--- config.mk ---
export PLATFORM = sky130hd
export DESIGN_NAME = bcd_seg7_scan
export DESIGN_NICKNAME = d
export VERILOG_FILES = /design/src/rtl/bcd_display_pkg.sv /design/src/rtl/bcd_seg7_decode.sv /design/src/rtl/bcd_seg7_scan.sv
export SDC_FILE = /design/constraint.sdc
export NUM_CORES = 1
export LEC_CHECK = 0
export BUFFER_PORTS_ARGS = -buffer_cell sky130_fd_sc_hd__buf_2
export CAP_MARGIN = 20
export CORE_UTILIZATION = 30
export CTS_CLUSTER_DIAMETER = 200
export DETAILED_ROUTE_END_ITERATION = 8
export REMOVE_ABC_BUFFERS = 1
export SLEW_MARGIN = 30
export SYNTH_ARGS = -nofsm -noshare
export SYNTH_HDL_FRONTEND = slang
export SYNTH_SLANG_ARGS = --single-unit
--- constraint.sdc ---
create_clock -name clk -period 2.9 [get_ports clk]
set_input_delay 0.145 -clock clk [delete_from_list [all_inputs] [get_ports clk]]
set_output_delay 0.145 -clock clk [all_outputs]
set_load 0.05 [all_outputs]
--- src/rtl/bcd_display_pkg.sv ---
// Glyph constants and BCD-to-7-segment decode shared by the display blocks.
// Latency: none (types, constants and a pure function only).
// Backpressure: not applicable.
package bcd_display_pkg;

    // Segment order is {g,f,e,d,c,b,a}; a set bit means the segment is lit.
    typedef logic [6:0] seg7_t;

    localparam seg7_t SEG_BLANK = 7'h00;
    localparam seg7_t SEG_DASH  = 7'h40;

    localparam seg7_t SEG_DIGIT [10] = '{
        7'h3F, 7'h06, 7'h5B, 7'h4F, 7'h66,
        7'h6D, 7'h7D, 7'h07, 7'h7F, 7'h6F
    };

    // Active-high glyph for one nibble; A-F show a dash so a bad value stays visible.
    function automatic seg7_t bcd_to_seg7(input logic [3:0] nibble);
        seg7_t glyph;
        case (nibble)
            4'd0:    glyph = SEG_DIGIT[0];
            4'd1:    glyph = SEG_DIGIT[1];
            4'd2:    glyph = SEG_DIGIT[2];
            4'd3:    glyph = SEG_DIGIT[3];
            4'd4:    glyph = SEG_DIGIT[4];
            4'd5:    glyph = SEG_DIGIT[5];
            4'd6:    glyph = SEG_DIGIT[6];
            4'd7:    glyph = SEG_DIGIT[7];
            4'd8:    glyph = SEG_DIGIT[8];
            4'd9:    glyph = SEG_DIGIT[9];
            default: glyph = SEG_DASH;
        endcase
        return glyph;
    endfunction

endpackage

--- src/rtl/bcd_seg7_decode.sv ---
// Combinational BCD nibble to active-high 7-segment glyph.
// Latency: 0 cycles (pure combinational).
// Backpressure: none; output follows input.
module bcd_seg7_decode
    import bcd_display_pkg::*;
(
    input  logic [3:0] nibble,
    output seg7_t      seg
);

    // Thin wrapper so the scan block can instantiate the shared decode.
    always_comb begin
        seg = bcd_to_seg7(nibble);
    end

endmodule

--- src/rtl/bcd_seg7_scan.sv ---
// Multiplexed 7-segment driver: captures BCD words, applies them only at frame wraps, scans digits.
// Latency: outputs registered from (idx, shown), 1 cycle; a new word shows from the next frame.
// Backpressure: none; every updated strobe is accepted, the last one before a wrap wins.
module bcd_seg7_scan
    import bcd_display_pkg::*;
#(
    parameter int DIGITS           = 3,
    parameter int CLOCKS_PER_DIGIT = 3,
    parameter bit SEG_ACTIVE_LOW   = 1'b1,
    parameter bit AN_ACTIVE_LOW    = 1'b1,
    parameter bit BLANK_LEADING    = 1'b1,
    localparam int BCD_WIDTH       = DIGITS * 4
) (
    input  logic                 clk,
    input  logic                 rst,
    input  logic [BCD_WIDTH-1:0] bcd,
    input  logic                 updated,
    output logic [6:0]           seg,
    output logic [DIGITS-1:0]    an,
    output logic                 frame_start
);

    localparam int PW = (CLOCKS_PER_DIGIT > 1) ? $clog2(CLOCKS_PER_DIGIT) : 1;
    localparam int IW = (DIGITS > 1) ? $clog2(DIGITS) : 1;

    localparam logic [PW-1:0]     PRESC_LAST = PW'(CLOCKS_PER_DIGIT - 1);
    localparam logic [IW-1:0]     IDX_LAST   = IW'(DIGITS - 1);
    // XOR masks that turn active-high values into pin polarity; also the all-off levels.
    localparam seg7_t             SEG_OFF    = {7{SEG_ACTIVE_LOW}};
    localparam logic [DIGITS-1:0] AN_OFF     = {DIGITS{AN_ACTIVE_LOW}};

    logic [PW-1:0]        presc;
    logic [IW-1:0]        idx;
    logic [BCD_WIDTH-1:0] pend;
    logic                 pend_vld;
    logic [BCD_WIDTH-1:0] shown;

    logic                 presc_tc;
    logic                 wrap;
    logic [3:0]           cur_nibble;
    seg7_t                dec_seg;
    logic [DIGITS-1:0]    upper_nz;
    logic                 blank;
    seg7_t                seg_next;
    logic [DIGITS-1:0]    an_next;
    logic                 frame_first;

    assign presc_tc    = (presc == PRESC_LAST);
    assign wrap        = presc_tc && (idx == IDX_LAST);
    assign frame_first = (presc == '0) && (idx == '0);
    assign cur_nibble  = shown[{idx, 2'b00} +: 4];

    bcd_seg7_decode u_decode (
        .nibble (cur_nibble),
        .seg    (dec_seg)
    );

    // Prescaler and digit index: each digit holds for CLOCKS_PER_DIGIT cycles, idx wraps after the last digit.
    always_ff @(posedge clk) begin
        if (rst) begin
            presc <= '0;
            idx   <= '0;
        end else if (presc_tc) begin
            presc <= '0;
            idx   <= (idx == IDX_LAST) ? '0 : idx + IW'(1);
        end else begin
            presc <= presc + PW'(1);
        end
    end

    // Capture into pend mid-frame; swap shown only at the wrap so a frame never mixes two words.
    always_ff @(posedge clk) begin
        if (rst) begin
            pend     <= '0;
            pend_vld <= 1'b0;
            shown    <= '0;
        end else if (wrap) begin
            pend_vld <= 1'b0;
            if (updated) begin
                shown <= bcd;
            end else if (pend_vld) begin
                shown <= pend;
            end
        end else if (updated) begin
            pend     <= bcd;
            pend_vld <= 1'b1;
        end
    end

    // Leading-zero detection: upper_nz[k] is set when digit k or any higher digit is nonzero.
    always_comb begin
        logic acc;
        acc      = 1'b0;
        upper_nz = '0;
        for (int k = DIGITS - 1; k >= 0; k--) begin
            acc         = acc | (|shown[k*4 +: 4]);
            upper_nz[k] = acc;
        end
        blank    = BLANK_LEADING && (idx != '0) && !upper_nz[idx];
        seg_next = (blank ? SEG_BLANK : dec_seg) ^ SEG_OFF;
        an_next  = (blank ? '0 : (DIGITS'(1) << idx)) ^ AN_OFF;
    end

    // Output registers: one cycle behind the counters, all-off while in reset.
    always_ff @(posedge clk) begin
        if (rst) begin
            seg         <= SEG_OFF;
            an          <= AN_OFF;
            frame_start <= 1'b0;
        end else begin
            seg         <= seg_next;
            an          <= an_next;
            frame_start <= frame_first;
        end
    end

endmodule

Yosys cells after proc, flatten, opt, wreduce, memory -nomap -nowiden --
Memories as Yosys holds them, arrays and structs flattened. Cells that the tools add are included.
Storage, ports and cells: register bits after elaboration 40, output and inout port bits 11, bits in read-only memories 112, memories kept 1, input port bits 15, logic and storage cells 43
Operators by class: mux-type cells 7, equality and inequality tests 2, reduce and logical (&&, ||, !) cells 15, $add $sub $neg 2, $lt $le $gt $ge 1, bitwise gates (word level) 5, shift operators 2
Memory list:
- (name not given) | depth 16, width 7, read ports 1, clocked after Yosys merged registers in 0, wr ports 0, line bcd_display_pkg.sv:20 | case (nibble)
Operators with widths (number):
- $mux 12 | 2
- $reduce_or 4->1 | 3
- $shiftx 12x5->4 | 1
- $mux 7 | 1
- $not 7->7 | 1
- $add 2x1->2 const B | 2
- $eq 2x2->1 const B | 2
- $logic_not 2->1 | 2
- $reduce_and 2->1 | 2
- $reduce_bool 2->1 | 2
- $reduce_or 2->1 | 2
- $logic_and 1x1->1 | 3
- $lt 2x3->1 const B | 1
- $mux 3 | 1
- $not 3->3 | 1
- $shl 1x2->3 const A | 1
- $bmux 1 s2 | 1
- $mux 2 | 1
- $or 1x1->1 | 2
- $logic_not 1->1 | 1
- $mux 1 | 1
- $not 1->1 | 1

Longest topological paths before layout --
depth in word-level cells 9, gate-level depth with buffers 8, mapped depth without buffers 7

By module --
Synthesis repeated with hierarchy kept, for this count alone.
Second synthesis, totals: cell total of the unflattened synthesis 205, area total of the unflattened synthesis 1984.4 sq um
By module, submodules not included:
- bcd_seg7_scan | cells an instance 176, area each 1759.2 sq um, instances 1, sequential area each 800.8 sq um
- bcd_seg7_decode | cells an instance 29, area each 225.2 sq um, instances 1, sequential area each 0.0 sq um

Worst setup path after synthesis --
Ideal clock, no wire load.
path kind register -> register, from register idx[0], to register seg[4], buffers on the path 1, setup time 0.058 ns, clock period less this slack 1.873 ns, required time 2.842 ns, data arrival time 1.814 ns, setup slack 1.027 ns, cell stages (with the launch flop) 9, cells stage by stage dfxtp_1 -> buf_2 -> mux2i_1 -> a2bb2oi_1 -> inv_1 -> ha_1 -> inv_1 -> a2bb2o_1 -> nand2_1
Between the ends: cells in the longest elaborated chain, start to end 6, elaborated cells on any way between the ends 9, those cells by class shift: 1; mux: 3; bitwise: 1; reduce/logical: 3; memory: 1
Ends and longest elaborated chain:
- start: declaration | line bcd_seg7_scan.sv:33 | logic [IW-1:0] idx;
- start signal: assignment | line bcd_seg7_scan.sv:65 | idx <= (idx == IDX_LAST) ? '0 : idx + IW'(1);
- parallel branches: the longest is 4 deep, another holds $mem_v2 16x7
- $mux 7 (*) | line bcd_seg7_scan.sv:100 | seg_next = (blank ? SEG_BLANK : dec_seg) ^ SEG_OFF;
- $not 7->7 (no line) (*)
- end signal: assignment | line bcd_seg7_scan.sv:111 | seg <= seg_next;
- end: declaration | line bcd_seg7_scan.sv:18 | output logic [6:0] seg,
Every way passes the cells marked *. The select of a mux whose other input is x is not followed. A chain may end at the register's enable or synchronous reset.

Worst setup path after layout --
Ends and elaborated chain as after synthesis.

==> out/qor.log <==
INFO  detailed_routing detail_route.first_pass.iterations=4
INFO  clock_network  numClockSinks=40
INFO  critical_path  crit_slowest_cell=sky130_fd_sc_hd__dfxtp_1
INFO  critical_path  cp.buffers_inverters=2
INFO  critical_path  cell_by_cell_listing_of_the_critical_path=mux2i_1, a2bb2oi_1, inv_1, ha_1, inv_1, a2bb2o_1, nand2_1
INFO  finish         final_net_count=235
INFO  floorplan      die_area=6174um^2
INFO  synth          cell_with_the_most_instances_after_synthesis=sky130_fd_sc_hd__dfxtp_1
INFO  sta            period_needed=2.163ns
INFO  critical_path  cpPeakStageDelay=0.58ns
INFO  floorplan      die-height=78.58um
INFO  clock_network  post-cts-setup-buffer-count=0
INFO  synth          post-synth-top-area-cell=sky130_fd_sc_hd__dfxtp_1
INFO  clock_network  clk_pin_slew_worst_paths=0.07ns
INFO  detailed_routing detailedRoute.firstIterationViolations=57
INFO  finish         finish.utilization=36.16%
INFO  clock_network  clk_path_buf_depth=2
INFO  detailed_routing drt-total-wl=3.368mm
INFO  detailed_routing antenna_left=0
INFO  floorplan      ios=26
INFO  sta            unrepaired_setup_endpoints_after_global_routing=no
INFO  critical_path  crit_path_max_fanout=13
INFO  placed_design  port_buffers=25
INFO  sta            maxSlewHeadroom=54.83%
INFO  sta            achievable-frequency=462.4MHz
INFO  power_and_ir_drop power_leakage=0.8262nW
INFO  sta            setup-tns-final=0ns
INFO  critical_path  path_common_cell=sky130_fd_sc_hd__inv_1
INFO  clock_network  cts_root_buf=sky130_fd_sc_hd__clkbuf_8
INFO  synth          post_synth_main_area_contributors=sky130_fd_sc_hd__dfxtp_1 46%, sky130_fd_sc_hd__mux2i_1 9.7%, sky130_fd_sc_hd__a211oi_1 5.1%
INFO  outcome        result_of_the_run=finished clean
INFO  detailed_routing drc_errors=0
INFO  floorplan      chipWidth=78.58um
INFO  clock_network  count_of_instances_resized_after_the_clock_tree_is_built=0
INFO  power_and_ir_drop vdd_ir_drop_max=0.2216mV
INFO  clock_network  cts_inserted_buffers=5
INFO  grt            first_pass_grt_wire_length=5.692mm
INFO  floorplan      coreArea=5574um^2
INFO  grt            largest_net_degree_at_the_start_of_global_routing=34
INFO  placed_design  final_hpwl_from_detailed_placement=2.286mm
INFO  clock_network  insertion_delay=0.29ns
INFO  synth          yosysUniqueCellTypes=30
INFO  synth          post_synth_most_frequent_cells=40 x sky130_fd_sc_hd__dfxtp_1, 19 x sky130_fd_sc_hd__nor2_1, 17 x sky130_fd_sc_hd__mux2i_1, 16 x sky130_fd_sc_hd__a21oi_1, 15 x sky130_fd_sc_hd__nand2_1
INFO  clock_network  cts_tree=yes
INFO  synth          syn-instance-count=192
INFO  synth          netlist_area=1759um^2
INFO  detailed_routing post_drt_via_cell_ratio=4.695
INFO  synth          yosysTopAreaCellShare=45.52%
INFO  sta            drv_slew=0
INFO  clock_network  htree_levels=2
INFO  critical_path  crit_type=reg -> reg
INFO  grt            overflow_left_after_global_routing=0
INFO  detailed_routing drt-wirelength-per-cell=11.82um
INFO  grt            grt_antenna_before_repair=0
INFO  min_path       hold_class=in -> reg
INFO  sta            timing.clock.skew=0.006563ns
INFO  placed_design  dpl.cell_count=278
INFO  finish         instances_no_fill=285
INFO  placed_design  gp_congestion=0.7887
INFO  critical_path  cp-end-kind=flip-flop
INFO  critical_path  cp.arrival=2.40ns
INFO  floorplan      initial_core_util=31.56%
INFO  synth          number_of_flops_mapped_to_enable_cells_by_yosys=0
INFO  finish         antenna-diode-count=0
INFO  grt            first_global_vias=1186
INFO  power_and_ir_drop total_power=1.143mW
INFO  sta            timing.final.crit_share=74.58%
INFO  synth          ys_async_sr_fraction=0%
INFO  finish         layout_cell_share_with_drive_strength_beyond_1=18.78%
INFO  clock_network  cts_hold_repair.buffers=0
INFO  power_and_ir_drop power-per-cell-area=566.9nW/um^2
INFO  synth          synth_seq_cells=40
INFO  synth          ys.flop_type=sky130_fd_sc_hd__dfxtp_1
INFO  synth          ys_seq_area_share=45.52%
INFO  finish         layout-area-overhead-vs-synth=14.58%
INFO  critical_path  critical-path-top-delay-family=compound AO/OA/AOI/OAI gates
INFO  detailed_routing routed-via-count=1338
INFO  sta            report.final.setup_viol=0
INFO  floorplan      rows=27
INFO  critical_path  worstSetupStartpointType=flip-flop
INFO  synth          yosysWarnings=0
INFO  sta            timing.final.hold_violations=0
INFO  synth          post_synthesis_average_cell_area=9.162um^2
INFO  sta            timing_worst_slew_pin_value=0.6682ns
INFO  grt            grt_util_all_layers=11.83%
INFO  critical_path  cp.required=3.13ns
INFO  job            count_of_maximum_capacitance_violations=0
[tightest hold or removal path: cells and delay by family]
kind            cells  cell delay, ns
compound gates      1            0.05
buf+inv             1            0.10
simple gates        1            0.06
[sequential cells by signal (all words and copies together) (netlist names)]
register,flops
idx,2
pend_vld,1
pend,12
seg,7
shown,12
presc,2
frame_start,1
an,3
[cell families (layout without fill, tap and decap cells)]
logic type	count (synthesis)	count (layout)	synth area share, %
buf+inv	23	44	5.050
compound gates	41	41	15.79
simple gates	62	62	17.71
flops	40	40	45.52
mux	19	19	10.95
fa+ha+maj	7	7	4.978
[placed cells by master (no fill, tap or decap), drive strengths merged, types with 3 or more instances in the layout]
master	count
o21ai	4
nand2	15
nand3	13
clkbuf	6
inv	10
a21oi	16
nor2	19
ha	7
mux2i	17
buf	27
a211oi	12
a32oi	3
dfxtp	40
[power by group]
part	leakage [nW]	switching (mW)	internal, mW
sequential	0.329	0.0195	0.587
clock	0.0410	0.179	0.163
combinational	0.457	0.129	0.0650
total	0.826	0.328	0.815
[layout make-up]
type | count | area [um^2]
multi-input combinational | 129 | 869.6
sequential | 40 | 800.8
clock inverter | 1 | 5.005
inverter | 10 | 37.54
timing repair buffer | 27 | 140.1
fill | 584 | 3558
tap | 72 | 90.09
clock buffer | 6 | 72.57
[final timing paths]
kind / startpoint / cells after the start / slack, ns / endpoint
hold / removal: bcd[2] / 3 / 0.11 / pend[2]$_SDFFE_PP0P_
setup / recovery: idx[0]$_SDFFE_PP0P_ / 7 / 0.74 / seg[4]$_SDFF_PP1_
hold reg to reg: presc[0]$_SDFF_PP0_ / 1 / 0.42 / presc[0]$_SDFF_PP0_
setup reg to reg: idx[0]$_SDFFE_PP0P_ / 7 / 0.74 / seg[4]$_SDFF_PP1_
[through the flow]
step	setup WS, ns	cell area, um^2	hold WS, ns
3_3_place_gp	0.8290	1938	0.4114
6_report	0.7372	2016	0.1083
2_1_floorplan	0.8001	1708	0.2141
4_1_cts	0.7554	2016	0.1042
3_5_place_dp	0.7776	1938	0.4156
5_1_grt	0.5042	2016	0.1034
[routing by layer]
| layer | up-vias | track usage, % | share of wire [%] |
|---|---|---|---|
| met2 | 36 | 17.13 | 41 |
| met1 | 582 | 15.89 | 52 |
| met5 | - | 0 | 0 |
| met3 | 5 | 4.535 | 6.2 |
| met4 | 0 | 3.889 | 1.0 |
| li1 | 715 | - | - |
Power figures use the tool's default switching activity.
